===== config.mk =====
export PLATFORM = sky130hd
export DESIGN_NAME = rect_plotter_flat
export DESIGN_NICKNAME = d
export VERILOG_FILES = /design/src/rtl/rect_plotter_if.sv /design/src/rtl/rect_plotter.sv /design/src/flat_wrapper.sv
export SDC_FILE = /design/constraint.sdc
export NUM_CORES = 1
export LEC_CHECK = 0
export ABC_AREA = 0
export BUFFER_PORTS_ARGS = -buffer_cell sky130_fd_sc_hd__clkbuf_2
export CORE_MARGIN = 2
export CORE_UTILIZATION = 50
export DETAILED_ROUTE_END_ITERATION = 6
export PLACE_DENSITY_LB_ADDON = 0.2
export SLEW_MARGIN = 20
export SYNTH_ARGS = -nofsm -noshare
export SYNTH_HDL_FRONTEND = slang
export SYNTH_SLANG_ARGS = --single-unit

===== constraint.sdc =====
create_clock -name clk -period 4.75 [get_ports clk]
set_clock_uncertainty 0.2 [all_clocks]
set_input_delay 0.2375 -clock clk [delete_from_list [all_inputs] [get_ports clk]]
set_output_delay 0.2375 -clock clk [all_outputs]
set_load 0.03 [all_outputs]

===== src/rtl/rect_plotter_if.sv =====
// Fill-request and pixel-port bundle between the pong controller, rect_plotter and the VGA adapter.
interface rect_plotter_if;
  logic       req_valid;
  logic       req_ready;
  logic [7:0] req_x;
  logic [6:0] req_y;
  logic [7:0] req_w;
  logic [6:0] req_h;
  logic [2:0] req_colour;
  logic       clr_req;
  logic [7:0] x;
  logic [6:0] y;
  logic [2:0] colour;
  logic       plot;
  logic       busy;
  logic       done;

  modport master (
    output req_valid, req_x, req_y, req_w, req_h, req_colour, clr_req,
    input  req_ready, x, y, colour, plot, busy, done
  );

  modport slave (
    input  req_valid, req_x, req_y, req_w, req_h, req_colour, clr_req,
    output req_ready, x, y, colour, plot, busy, done
  );
endinterface


===== src/rtl/rect_plotter.sv =====
// Clipped rectangle rasteriser: one pixel write per clock in raster order, then a done pulse.
// Define RECT_PLOT_CLEAR_EN to accept clr_req as a full-screen black fill.
module rect_plotter #(
  parameter int SCREEN_W = 160,
  parameter int SCREEN_H = 120
) (
  input logic           clk,
  input logic           rst,
  rect_plotter_if.slave bus
);
  typedef enum logic [1:0] {IDLE = 2'd0, DRAW = 2'd1, DONE = 2'd2} state_t;

  state_t     state_reg;
  logic [8:0] xs_reg, xe_reg, ye_reg;

  logic       start;
  logic       empty_next;
  logic [8:0] x_sum, y_sum;
  logic [8:0] xs_next, xe_next, ys_next, ye_next;
  logic [2:0] colour_next;
  logic       x_wrap, y_last;

  // Bounds are kept 9 bits wide so an off-screen start can never wrap onto the screen.
  always_comb begin
    x_sum       = {1'b0, bus.req_x} + {1'b0, bus.req_w};
    y_sum       = {2'b0, bus.req_y} + {2'b0, bus.req_h};
    start       = bus.req_valid;
    xs_next     = {1'b0, bus.req_x};
    ys_next     = {2'b0, bus.req_y};
    xe_next     = (x_sum > 9'(SCREEN_W)) ? 9'(SCREEN_W) : x_sum;
    ye_next     = (y_sum > 9'(SCREEN_H)) ? 9'(SCREEN_H) : y_sum;
    colour_next = bus.req_colour;
`ifdef RECT_PLOT_CLEAR_EN
    if (bus.clr_req) begin
      start       = 1'b1;
      xs_next     = 9'd0;
      ys_next     = 9'd0;
      xe_next     = 9'(SCREEN_W);
      ye_next     = 9'(SCREEN_H);
      colour_next = 3'b000;
    end
`endif
    empty_next = (xs_next >= xe_next) || (ys_next >= ye_next);
  end

`ifndef RECT_PLOT_CLEAR_EN
  logic unused_clr;
  assign unused_clr = bus.clr_req;
`endif

  assign x_wrap = ({1'b0, bus.x} + 9'd1) == xe_reg;
  assign y_last = ({2'b0, bus.y} + 9'd1) == ye_reg;

  assign bus.req_ready = (state_reg == IDLE);
  assign bus.busy      = (state_reg != IDLE);

  // The x/y output registers double as the raster cursor.
  always_ff @(posedge clk) begin
    if (!rst) begin
      state_reg  <= IDLE;
      bus.x      <= '0;
      bus.y      <= '0;
      bus.colour <= '0;
      bus.plot   <= 1'b0;
      bus.done   <= 1'b0;
      xs_reg     <= '0;
      xe_reg     <= '0;
      ye_reg     <= '0;
    end else begin
      case (state_reg)
        IDLE: begin
          bus.plot <= 1'b0;
          bus.done <= 1'b0;
          if (start) begin
            if (empty_next) begin
              state_reg <= DONE;
              bus.done  <= 1'b1;
            end else begin
              state_reg  <= DRAW;
              bus.x      <= xs_next[7:0];
              bus.y      <= ys_next[6:0];
              bus.colour <= colour_next;
              bus.plot   <= 1'b1;
              xs_reg     <= xs_next;
              xe_reg     <= xe_next;
              ye_reg     <= ye_next;
            end
          end
        end
        DRAW: begin
          if (x_wrap) begin
            if (y_last) begin
              state_reg <= DONE;
              bus.plot  <= 1'b0;
              bus.done  <= 1'b1;
            end else begin
              bus.x <= xs_reg[7:0];
              bus.y <= bus.y + 7'd1;
            end
          end else begin
            bus.x <= bus.x + 8'd1;
          end
        end
        DONE: begin
          bus.done  <= 1'b0;
          state_reg <= IDLE;
        end
        default: state_reg <= IDLE;
      endcase
    end
  end
endmodule


===== src/flat_wrapper.sv =====
// flat-port wrapper written by rule: the top's interface ports become plain ports
module rect_plotter_flat 
#(
  parameter int SCREEN_W = 160,
  parameter int SCREEN_H = 120
)
  (clk, rst, bus_req_valid, bus_req_x, bus_req_y, bus_req_w, bus_req_h, bus_req_colour, bus_clr_req, bus_req_ready, bus_x, bus_y, bus_colour, bus_plot, bus_busy, bus_done);
  rect_plotter_if bus_i ();
  input logic clk;
  input logic rst;
  input wire logic [$bits(bus_i.req_valid)-1:0] bus_req_valid;
  input wire logic [$bits(bus_i.req_x)-1:0] bus_req_x;
  input wire logic [$bits(bus_i.req_y)-1:0] bus_req_y;
  input wire logic [$bits(bus_i.req_w)-1:0] bus_req_w;
  input wire logic [$bits(bus_i.req_h)-1:0] bus_req_h;
  input wire logic [$bits(bus_i.req_colour)-1:0] bus_req_colour;
  input wire logic [$bits(bus_i.clr_req)-1:0] bus_clr_req;
  output wire logic [$bits(bus_i.req_ready)-1:0] bus_req_ready;
  output wire logic [$bits(bus_i.x)-1:0] bus_x;
  output wire logic [$bits(bus_i.y)-1:0] bus_y;
  output wire logic [$bits(bus_i.colour)-1:0] bus_colour;
  output wire logic [$bits(bus_i.plot)-1:0] bus_plot;
  output wire logic [$bits(bus_i.busy)-1:0] bus_busy;
  output wire logic [$bits(bus_i.done)-1:0] bus_done;
  assign bus_i.req_valid = bus_req_valid;
  assign bus_i.req_x = bus_req_x;
  assign bus_i.req_y = bus_req_y;
  assign bus_i.req_w = bus_req_w;
  assign bus_i.req_h = bus_req_h;
  assign bus_i.req_colour = bus_req_colour;
  assign bus_i.clr_req = bus_clr_req;
  assign bus_req_ready = bus_i.req_ready;
  assign bus_x = bus_i.x;
  assign bus_y = bus_i.y;
  assign bus_colour = bus_i.colour;
  assign bus_plot = bus_i.plot;
  assign bus_busy = bus_i.busy;
  assign bus_done = bus_i.done;
  rect_plotter #(.SCREEN_W(SCREEN_W), .SCREEN_H(SCREEN_H)) u_core (.clk(clk), .rst(rst), .bus(bus_i));
endmodule

==> key figures, run 1 <==
Synth
  – Post-synth EDFFs: 0
  – Post-synth top flop: dfxtp_1
  – Post-synthesis sequential area ratio: 25.13%
  – Syn nets: 531
  – Yosys warning count: 0
  – Yosys cell types: 65
  – Syn Inst Count: between 400 and 500
  – Syn Area/Cell: 8.159 µm²
  – Fraction of registers with async set or reset after synthesis: 0%
  – Post-Syn Area: 3745 µm²
  – Synth Register Bits: 47

STA
  – Slew @ Worst Pin: 0.5790 ns
  – Worst slew margin: 61.16%
  – FMAX: 227.0 MHz
  – Final worst setup slack: 0.3442 ns
  – Hold Slack: 0.007628 ns
  – Min Tclk post-route: between 4 and 5 ns
  – Fin. Hold Viols: 0
  – Crit share post-route: between 90 and 100%
  – Final setup fails: 0
  – Final Max Slew Viols: 0

CTS
  – Clock-pin slew on the worst setup and hold paths: around 0.080 ns
  – Clk buf depth: 2
  – Cts bufs inserted: 5
  – TritonCTS clock tree: built
  – Worst skew pair latency: 0.29 ns
  – CTS sink count: 47
  – Clock Tree Root: clkbuf_8
  – H-Tree Depth: 2

Drt
  – Routed Antenna Nets: 0
  – DR pass1 iterations: 4
  – Via count: 3,603
  – Vias per cell: 5.656
  – Drt drc: 0
  – 1st-iter DRT viols: 91
  – Final WL: 9444 µm
  – WL/cell: 14.83 µm

Global route
  – Total global routing overflow: 0
  – First-pass GRT wire length: 16,060 µm
  – Initial antenna violation count: 0
  – Largest net degree at the start of global routing: 41
  – GRT Total Usage: a little under a quarter
  – Vias in the first global route: 3,489

Power
  – Overall power: between 1.5 and 2 mW
  – Net Sw Frac: 42.65%
  – Clock Power Share: a little over an eighth
  – Psw: roughly 0.7 mW
  – Leakage: just under 2 nW
  – PD cells: 369.8 nW/µm²
  – Max IR drop VDD: about 0.00020 V
  – Seq pwr share: 33.2%
  – Comb pwr share: 53.1%
  – Pint: 0.9398 mW

Final layout
  – Cell Count, Final, Fillers Out: 637
  – N_diodes: 0
  – Layout cell share with drive strength beyond 1: 21.19%
  – Largest register FFs: 9
  – Storage cell area: 940.9 µm²
  – Syn-to-layout area delta: 18.34%
  – Fin nets: ~600
  – Multi-input combinational cell area: 2665 µm²
  – Fillcell total: 671

Placement
  – Inst Count DP: 626
  – Port bufs: 57
  – Final GP Congestion: 0.8918
  – Place WS: -0.2267 ns
  – Post-DP HPWL: 7294 µm

Die
  – Starting density of the core: 51.63%
  – Row cnt: 31
  – IO Count: between 50 and 60
  – Core Region: around 7300 µm²
  – Die Y-Extent: 90.54 µm
  – Die ar.: 8197 µm²
  – Die X-Extent: ~90 µm

Worst setup path
  – R2R Path End: u_core.bus.y[5]$_SDFFE_PN0P_
  – Required @ worst endpoint: 4.73 ns
  – R2r setup slk: 1.61 ns
  – CP arrival: 4.39 ns
  – Crit Path Max Fanout: 10
  – Reg2reg start: u_core.bus.x[3]$_SDFFE_PN0P_
  – Startpoint Class: input port
  – Reg2Reg Depth: 10
  – Setup crit end kind: register
  – Crit path kind: input port to register

Hold path
  – Hold EP: u_core.bus.colour[2]$_SDFFE_PN0P_
  – Hold path cells: 3
  – Hold path start: bus_req_colour[2]
  – Hold crit path type: input port to register

Run
  – Max-cap violations: 0

Outcome
  – Outcome: finished clean
-- kinds of logic after synthesis --
kind of cell | share of synthesized area [%]
AO/OA/AOI/OAI | 23.56
XOR/XNOR | 6.782
adder cells (fa/ha/maj) | 12.10
buffers and inverters | 4.577
flip-flops | 25.13
multiplexers | 6.515
AND/OR/NAND/NOR | 21.35
-- timing repair --
item | 4_1_cts | 5_1_grt
hold buffers | 2 | 0
resized for setup | 0 | 9
endpoints found under the setup margin | 0 | 45
endpoints found under the hold margin | 2 | 0
setup buffers | 0 | 3
-- power groups by stage --
stage | registers, mW | logic (mW) | clock network [mW]
3_5_place_dp | 0.552 | 0.841 | 0
4_1_cts | 0.543 | 0.848 | 0.230
3_3_place_gp | 0.550 | 0.820 | 0
6_report | 0.544 | 0.870 | 0.224
2_1_floorplan | 0.601 | 0.558 | 0
5_1_grt | 0.555 | 0.962 | 0.248
-- layout make-up --
cell class | instances | area share, %
multi-input combinational | 376 | 60.14
sequential | 47 | 21.23
timing repair buffer | 92 | 12.76
inverter | 17 | 1.440
tap | 99 | 2.795
clock buffer | 6 | 1.637
-- worst max path at each step --
stage / from / endpoint / slack (ns) / cells after the start
6_report: bus_req_h[0] / u_core.bus.x[6]$_SDFFE_PN0P_ / 0.34 / 22
5_1_grt: bus_req_x[0] / u_core.bus.x[1]$_SDFFE_PN0P_ / -0.03 / 23
4_1_cts: bus_req_x[0] / u_core.bus.x[6]$_SDFFE_PN0P_ / 0.06 / 24
3_5_place_dp: bus_req_x[0] / u_core.bus.x[6]$_SDFFE_PN0P_ / -0.23 / 24
3_3_place_gp: bus_req_x[0] / u_core.bus.x[6]$_SDFFE_PN0P_ / -0.05 / 24
2_1_floorplan: bus_req_w[0] / u_core.bus.y[5]$_SDFFE_PN0P_ / 0.03 / 21
-- cell usage after synthesis (2+ instances only) --
library cell | n | area, µm²
a211oi_1 | 9 | 67.56
mux2_2 | 3 | 33.78
and2_1 | 7 | 43.79
a211o_1 | 3 | 26.28
or3_1 | 2 | 12.51
o211ai_1 | 4 | 30.03
nand3_1 | 20 | 100.1
nor2b_1 | 4 | 25.02
o211a_1 | 4 | 40.04
buf_6 | 4 | 45.04
a21oi_1 | 30 | 150.1
clkbuf_1 | 12 | 45.04
xor2_1 | 12 | 105.1
a21boi_1 | 2 | 15.01
o31ai_1 | 4 | 30.03
buf_2 | 2 | 10.01
nor3b_1 | 4 | 30.03
nor2_1 | 43 | 161.4
o21ai_1 | 4 | 20.02
mux2i_1 | 21 | 210.2
or2_2 | 2 | 12.51
a311oi_1 | 2 | 17.52
inv_1 | 16 | 60.06
nand2b_1 | 10 | 62.56
and4_1 | 2 | 17.52
nand4_1 | 7 | 43.79
fa_1 | 2 | 40.04
nor3_1 | 11 | 55.05
nand3b_1 | 8 | 60.06
o21ai_0 | 34 | 170.2
dfxtp_1 | 47 | 940.9
nor4_1 | 2 | 12.51
o21a_1 | 5 | 37.54
ha_1 | 33 | 412.9
xnor2_1 | 17 | 148.9
a21bo_2 | 2 | 20.02
a2111oi_1 | 2 | 20.02
nand2_1 | 28 | 105.1
a2111oi_0 | 2 | 17.52
a21o_1 | 8 | 60.06
-- layout by cell type, fill, tap and decap left out, drive strengths merged, types with 5 or more instances in the layout --
cell and instances:
o21a 5, inv 16, buf 33, xnor2 17, o21ai 38, nand3b 8
and2 7, dfxtp 47, a21oi 31, nand2b 10, nor2 43, nand2 28
a211oi 10, mux2i 21, a21o 8, xor2 12, ha 33, nand4 7
nor3 11, clkbuf 63, nand3 21
-- routing by layer --
layer / up-vias / GRT usage [%] / wire length, µm
met5: - / 0 / 0
met4: 0 / 6.795 / 179
met3: 12 / 3.088 / 245
met2: 62 / 41.11 / 4706
met1: 1695 / 29.97 / 4312
li1: 1834 / - / -
-- worst max-delay path, cell delays in order --
cell and delay, ns:
clkbuf_2 0.09, ha_1 0.21, inv_1 0.07, fa_1 0.43
nand2b_1 0.20, a21o_1 0.18, a311oi_2 0.32, nor3_1 0.11
nor2_1 0.19, nand2_1 0.10, ha_1 0.30, a21o_1 0.17
a21o_1 0.18, a21oi_1 0.14, o311ai_1 0.15, a2111o_1 0.48
a21oi_4 0.18, buf_4 0.18, o22ai_4 0.13, buf_4 0.19
nand3_1 0.06, o21ai_0 0.08
-- through the flow --
| step | utilization, % | TNS (ns) | instance area (µm²) |
|---|---|---|---|
| floorplan | - | 0 | 3745 |
| global placement | 59.07 | -0.1566 | 4284 |
| detailed placement | 59.07 | -3.792 | 4284 |
| CTS | 60.34 | 0 | 4377 |
| global route | 61.10 | -0.02902 | 4432 |
| finish | 61.10 | 0 | 4432 |
(Power assumes the default switching activity.)
==> run 2: changes to the inputs <==
--- a/config.mk
+++ b/config.mk
@@ -9,6 +9,7 @@
 export BUFFER_PORTS_ARGS = -buffer_cell sky130_fd_sc_hd__clkbuf_2
 export CORE_MARGIN = 2
 export CORE_UTILIZATION = 50
+export CTS_BUF_LIST = sky130_fd_sc_hd__clkbuf_8
 export DETAILED_ROUTE_END_ITERATION = 6
 export PLACE_DENSITY_LB_ADDON = 0.2
 export SLEW_MARGIN = 20
==> key figures, run 2 (synthesis results as in run 1) <==
Outcome
  – Outcome: finished clean

Worst setup path
  – Crit path kind: input port to register
  – Most frequent CP cell: a21o_1
  – Reg2reg start: u_core.bus.x[3]$_SDFFE_PN0P_
  – Crit Path Max Fanout: 10
  – Required @ worst endpoint: 4.72 ns
  – Setup crit end kind: register
  – Worst path cell trace: clkbuf_2 > ha_1 > inv_1 > fa_1 > nand2b_1 > a21o_1 > a311oi_2 > nor3_1 > nor2_1 > nand2_1 > ha_1 > a21o_1 > a21o_1 > a21oi_1 > o311ai_1 > a2111o_1 > a21oi_4 > o21a_1 > buf_12 > mux2i_1 > o22ai_1
  – Largest stage delay on the critical path: 0.48 ns
  – CP arrival: 4.37 ns
  – Critical path's slowest cell: a2111o_1
  – Startpoint Class: input port
  – Setup crit start: bus_req_h[0]

CTS
  – CTS sink count: 47
  – Cts bufs inserted: 5
  – Clk buf depth: 2
  – Clock Tree Root: clkbuf_8
  – TritonCTS clock tree: built
  – Clock-pin slew on the worst setup and hold paths: 0.08 ns
  – H-Tree Depth: 2
  – Worst skew pair latency: 0.29 ns

Final layout
  – Most common cell after layout, fill and taps aside: clkbuf_2
  – Cell Count, Final, Fillers Out: 637
  – Layout cell share with drive strength beyond 1: between 20% and 30%
  – Syn-to-layout area delta: 18.34%
  – N_diodes: 0
  – Final core utilization: between 60% and 70%
  – Fillcell total: 671
  – Largest register FFs: 9
  – Fin nets: 611
  – Leading cell types in the layout, fill and taps excluded: clkbuf_2 (57), dfxtp_1 (47), nor2_1 (43)
  – Fin area: roughly 4400 µm²

Die
  – Die Y-Extent: around 91 µm
  – Core Region: 7253 µm²
  – Die ar.: just over 8000 µm²
  – Row cnt: 31
  – IO Count: 59
  – Starting density of the core: 51.63%
  – Die X-Extent: just over 90 µm

Drt
  – 1st-iter DRT viols: 91
  – Drt drc: 0
  – DR pass1 iterations: 4
  – WL/cell: 14.82 µm
  – Via count: 3,602
  – Final WL: 9441 µm
  – Vias per cell: 5.655
  – Routed Antenna Nets: 0

Power
  – Seq pwr share: between 30 and 40%
  – Comb pwr share: 53.1%
  – Pint: 0.9377 mW
  – PD cells: around 370 nW/µm²
  – Net Sw Frac: 42.74%
  – Psw: 0.6998 mW
  – Leakage: 1.937 nW
  – Clock Power Share: 13.6%
  – Max IR drop VDD: 0.0001957 V

Global route
  – Total global routing overflow: 0
  – Largest net degree at the start of global routing: 41
  – Vias in the first global route: 3,489
  – First-pass GRT wire length: between 15,000 and 20,000 µm
  – Initial antenna violation count: 0
  – GRT Total Usage: a little under a quarter

Placement
  – Inst Count DP: 626
  – Post-DP HPWL: approximately 7300 µm
  – Port bufs: between 50 and 60
  – Placed Area: 4284 µm²
  – Place WS: -0.2267 ns
  – Final GP Congestion: 0.8918

STA
  – Worst slew margin: 61.16%
  – Final worst setup slack: roughly 0.35 ns
  – Slew @ Worst Pin: 0.5790 ns
  – Min Tclk post-route: 4.403 ns
  – Final Max Slew Viols: 0
  – Final setup fails: 0
  – Sum Neg Setup Slack: 0 ns
  – Crit share post-route: between 90% and 100%
  – Fin. Hold Viols: 0
  – FMAX: 227.1 MHz

Run
  – Max-cap violations: 0

Hold path
  – Hold crit path type: input port to register
  – Hold path start: bus_req_colour[2]
[run 2: area by class of cell]
cell class	count	area, µm²	share of cell area, %
clock inverter	1	3.754	0.08470
timing repair buffer	92	565.5	12.76
tap	99	123.9	2.795
multi-input combinational	376	2665	60.14
inverter	17	63.81	1.440
clock buffer	5	68.82	1.553
sequential	47	940.9	21.23
[run 2: path summary, 6_finish.rpt]
check	to	slack, ns	depth (start not counted)
worst min-delay path	u_core.bus.colour[2]$_SDFFE_PN0P_	0.008	3
worst max-delay path	u_core.bus.y[5]$_SDFFE_PN0P_	0.35	21
worst max register to register	u_core.bus.y[5]$_SDFFE_PN0P_	1.61	10
worst min register to register	u_core.bus.plot$_SDFFE_PN0P_	0.28	2
[run 2: per-layer routing]
metal,vias up,track usage [%],routed length [µm]
met1,1691,29.97,4324
met5,-,0,0
met4,0,6.795,179
li1,1833,-,-
met2,66,41.11,4693
met3,12,3.088,243
[run 2: critical path, delay by kind of cell]
family	cells	cell delay [ns]
AO/OA/AOI/OAI	10	2.09
adder cells (fa/ha/maj)	3	0.94
AND/OR/NAND/NOR	4	0.60
buffers and inverters	3	0.30
multiplexers	1	0.19
[run 2: power by group through the flow]
| stage | Combinational, mW | Clock [mW] | Sequential, mW |
|---|---|---|---|
| 2_1_floorplan | 0.558 | 0 | 0.601 |
| 3_3_place_gp | 0.820 | 0 | 0.550 |
| 3_5_place_dp | 0.841 | 0 | 0.552 |
| 4_1_cts | 0.848 | 0.228 | 0.543 |
| 5_1_grt | 0.962 | 0.246 | 0.555 |
| 6_report | 0.870 | 0.223 | 0.544 |
[run 2: repair_timing]
item / CTS / global route
resized for setup: 0 / 9
buffers inserted: 0 / 3
hold endpoints to repair: 2 / 0
endpoints found under the setup margin: 0 / 45
hold buffers: 2 / 0
[run 2: through the flow]
| stage | total power [mW] | hold slack (ns) |
|---|---|---|
| floorplan | 1.159 | 0.1735 |
| global placement | 1.370 | 0.2642 |
| detailed placement | 1.393 | 0.2704 |
| CTS | 1.618 | 0.006290 |
| global route | 1.762 | 0.002603 |
| finish | 1.637 | 0.008030 |
==> run 3: changes to the inputs <==
--- a/config.mk
+++ b/config.mk
@@ -7,6 +7,7 @@
 export LEC_CHECK = 0
 export ABC_AREA = 0
 export BUFFER_PORTS_ARGS = -buffer_cell sky130_fd_sc_hd__clkbuf_2
+export CORE_ASPECT_RATIO = 1.75
 export CORE_MARGIN = 2
 export CORE_UTILIZATION = 50
 export CTS_BUF_LIST = sky130_fd_sc_hd__clkbuf_8
==> key figures, run 3 (synthesis results as in run 1) <==
Placement
  – Placed Area: 4340 µm²
  – Place WS: -0.1848 ns
  – Post-DP HPWL: 8441 µm
  – Port bufs: 57
  – Final GP Congestion: just under 0.9

STA
  – Final Max Slew Viols: 0
  – Final worst setup slack: 0.4022 ns
  – Final setup fails: 0
  – RSZ-0062 raised after global routing: false
  – Worst slew margin: 35.28%
  – Crit share post-route: a little over 90%
  – Slew @ Worst Pin: just under 1 ns
  – FMAX: 230.0 MHz
  – Min Tclk post-route: 4.348 ns
  – Fin. Hold Viols: 0

Final layout
  – Most common cell after layout, fill and taps aside: clkbuf_2
  – Leading cell types in the layout, fill and taps excluded: clkbuf_2 (57), dfxtp_1 (47), nor2_1 (43)
  – Layout cell share with drive strength beyond 1: 21.79%
  – Syn-to-layout area delta: 20.35%
  – Fillcell total: 684
  – Fin area: 4507 µm²
  – N_diodes: 0
  – Multi-input combinational cell area: 2655 µm²
  – Fin nets: 618
  – Largest register FFs: 9
  – Storage cell area: 940.9 µm²

Worst setup path
  – CP Capture Point: u_core.bus.y[5]$_SDFFE_PN0P_
  – Setup crit start: bus_req_h[0]
  – Reg2reg start: u_core.bus.x[3]$_SDFFE_PN0P_
  – R2r setup slk: 0.76 ns
  – Setup crit end kind: register
  – Reg2Reg Depth: 10
  – Startpoint Class: input port
  – R2R Path End: u_core.bus.y[5]$_SDFFE_PN0P_
  – Crit path kind: input port to register
  – Required @ worst endpoint: 4.74 ns
  – Crit Path Max Fanout: 9
  – CP arrival: 4.34 ns

Drt
  – 1st-iter DRT viols: 135
  – Drt drc: 0
  – Final WL: 10,630 µm
  – Via count: about 3,700
  – Routed Antenna Nets: 0
  – DR pass1 iterations: 4
  – WL/cell: approximately 17 µm
  – Vias per cell: 5.875

Power
  – Comb pwr share: between 50% and 60%
  – Max IR drop VDD: about 0.00016 V
  – Pint: ~1 mW
  – PD cells: 385.1 nW/µm²
  – Psw: between 0.7 and 0.8 mW
  – Clock Power Share: 17.0%
  – Seq pwr share: 31.4%
  – Leakage: 1.983 nW
  – Net Sw Frac: between 40% and 50%

Die
  – Die Y-Extent: roughly 120 µm
  – Die ar.: 8225 µm²
  – Core Region: ~7200 µm²
  – IO Count: 59
  – Die X-Extent: 69.42 µm
  – Starting density of the core: 51.77%
  – Row cnt: slightly above 40

CTS
  – Cts bufs inserted: 5
  – Clk buf depth: 2
  – Clock Tree Root: clkbuf_8
  – Clock-pin slew on the worst setup and hold paths: 0.09 ns
  – Worst skew pair latency: 0.31 ns
  – TritonCTS clock tree: built
  – H-Tree Depth: 2
  – CTS sink count: 47

Global route
  – First-pass GRT wire length: 17,750 µm
  – Largest net degree at the start of global routing: 27
  – GRT Total Usage: 26.63%
  – Total global routing overflow: 0
  – Initial antenna violation count: 0
  – Vias in the first global route: 3,775

Outcome
  – Outcome: finished clean

Hold path
  – Hold crit path type: input port to register

Run
  – Max-cap violations: 0
-- run 3: critical path, stage by stage --
cell	delay (ns)
clkbuf_2	0.09
ha_1	0.16
inv_1	0.05
fa_1	0.38
buf_4	0.16
xnor2_1	0.15
or3b_1	0.39
nand4_1	0.13
nor3_1	0.08
nor2_1	0.21
nand2_1	0.09
ha_1	0.30
a21o_1	0.18
a21o_1	0.17
a21oi_1	0.13
o311ai_1	0.16
a2111o_1	0.49
a21oi_4	0.15
o21a_1	0.21
buf_12	0.15
mux2i_1	0.18
o22ai_1	0.10
-- run 3: stage by stage --
step / util, % / setup TNS [ns] / instances / hold WS (ns) / power [mW]
after floorplan: - / 0 / 459 / 0.1735 / 1.159
after global placement: 60.01 / -0.3558 / 621 / 0.2599 / 1.401
after detailed placement: 60.01 / -3.010 / 621 / 0.2747 / 1.428
after CTS: 61.89 / 0 / 631 / 0.05280 / 1.727
after global routing: 62.31 / 0 / 632 / 0.09216 / 1.856
final: 62.31 / 0 / 632 / 0.06154 / 1.735
-- run 3: what timing repair did --
item / CTS / global route
hold endpoints to repair: 3 / 0
endpoints found under the setup margin: 0 / 42
setup buffers: 0 / 1
gates resized for setup: 0 / 6
hold buffers: 3 / 0
-- run 3: cell type report --
| cell class | instances | share of cell area (%) |
|---|---|---|
| Multi-Input combinational cell | 376 | 58.91 |
| Clock buffer | 5 | 1.527 |
| Tap cell | 86 | 2.388 |
| Timing Repair Buffer | 99 | 14.05 |
| Sequential cell | 47 | 20.88 |
| Inverter | 17 | 1.416 |
| Clock inverter | 2 | 0.8329 |
-- run 3: routing by layer --
metal	global-route usage, %	part of all wire, %	up-vias
met5	0	0	-
met1	25.77	36	1752
met4	13.48	4.1	0
li1	-	-	1848
met3	3.154	2.3	30
met2	53.06	57	83
-- run 3: worst min-delay path by stage --
stage | start | endpoint | slack [ns] | cells past startpoint
4_1_cts | bus_req_x[7] | u_core.xs_reg[7]$_SDFFE_PN0P_ | 0.05 | 3
3_3_place_gp | u_core.bus.plot$_SDFFE_PN0P_ | u_core.bus.plot$_SDFFE_PN0P_ | 0.26 | 2
5_1_grt | bus_req_y[6] | u_core.bus.y[6]$_SDFFE_PN0P_ | 0.09 | 3
3_5_place_dp | u_core.bus.plot$_SDFFE_PN0P_ | u_core.bus.plot$_SDFFE_PN0P_ | 0.27 | 2
6_report | bus_req_x[7] | u_core.xs_reg[7]$_SDFFE_PN0P_ | 0.06 | 3
2_1_floorplan | bus_req_x[3] | u_core.xs_reg[3]$_SDFFE_PN0P_ | 0.17 | 2
-- run 3: power groups by stage --
stage,combinational (mW),clock [mW],sequential [mW]
4_1_cts,0.883,0.302,0.543
6_report,0.896,0.295,0.545
5_1_grt,0.984,0.314,0.557
2_1_floorplan,0.558,0,0.601
3_3_place_gp,0.852,0,0.550
3_5_place_dp,0.875,0,0.553
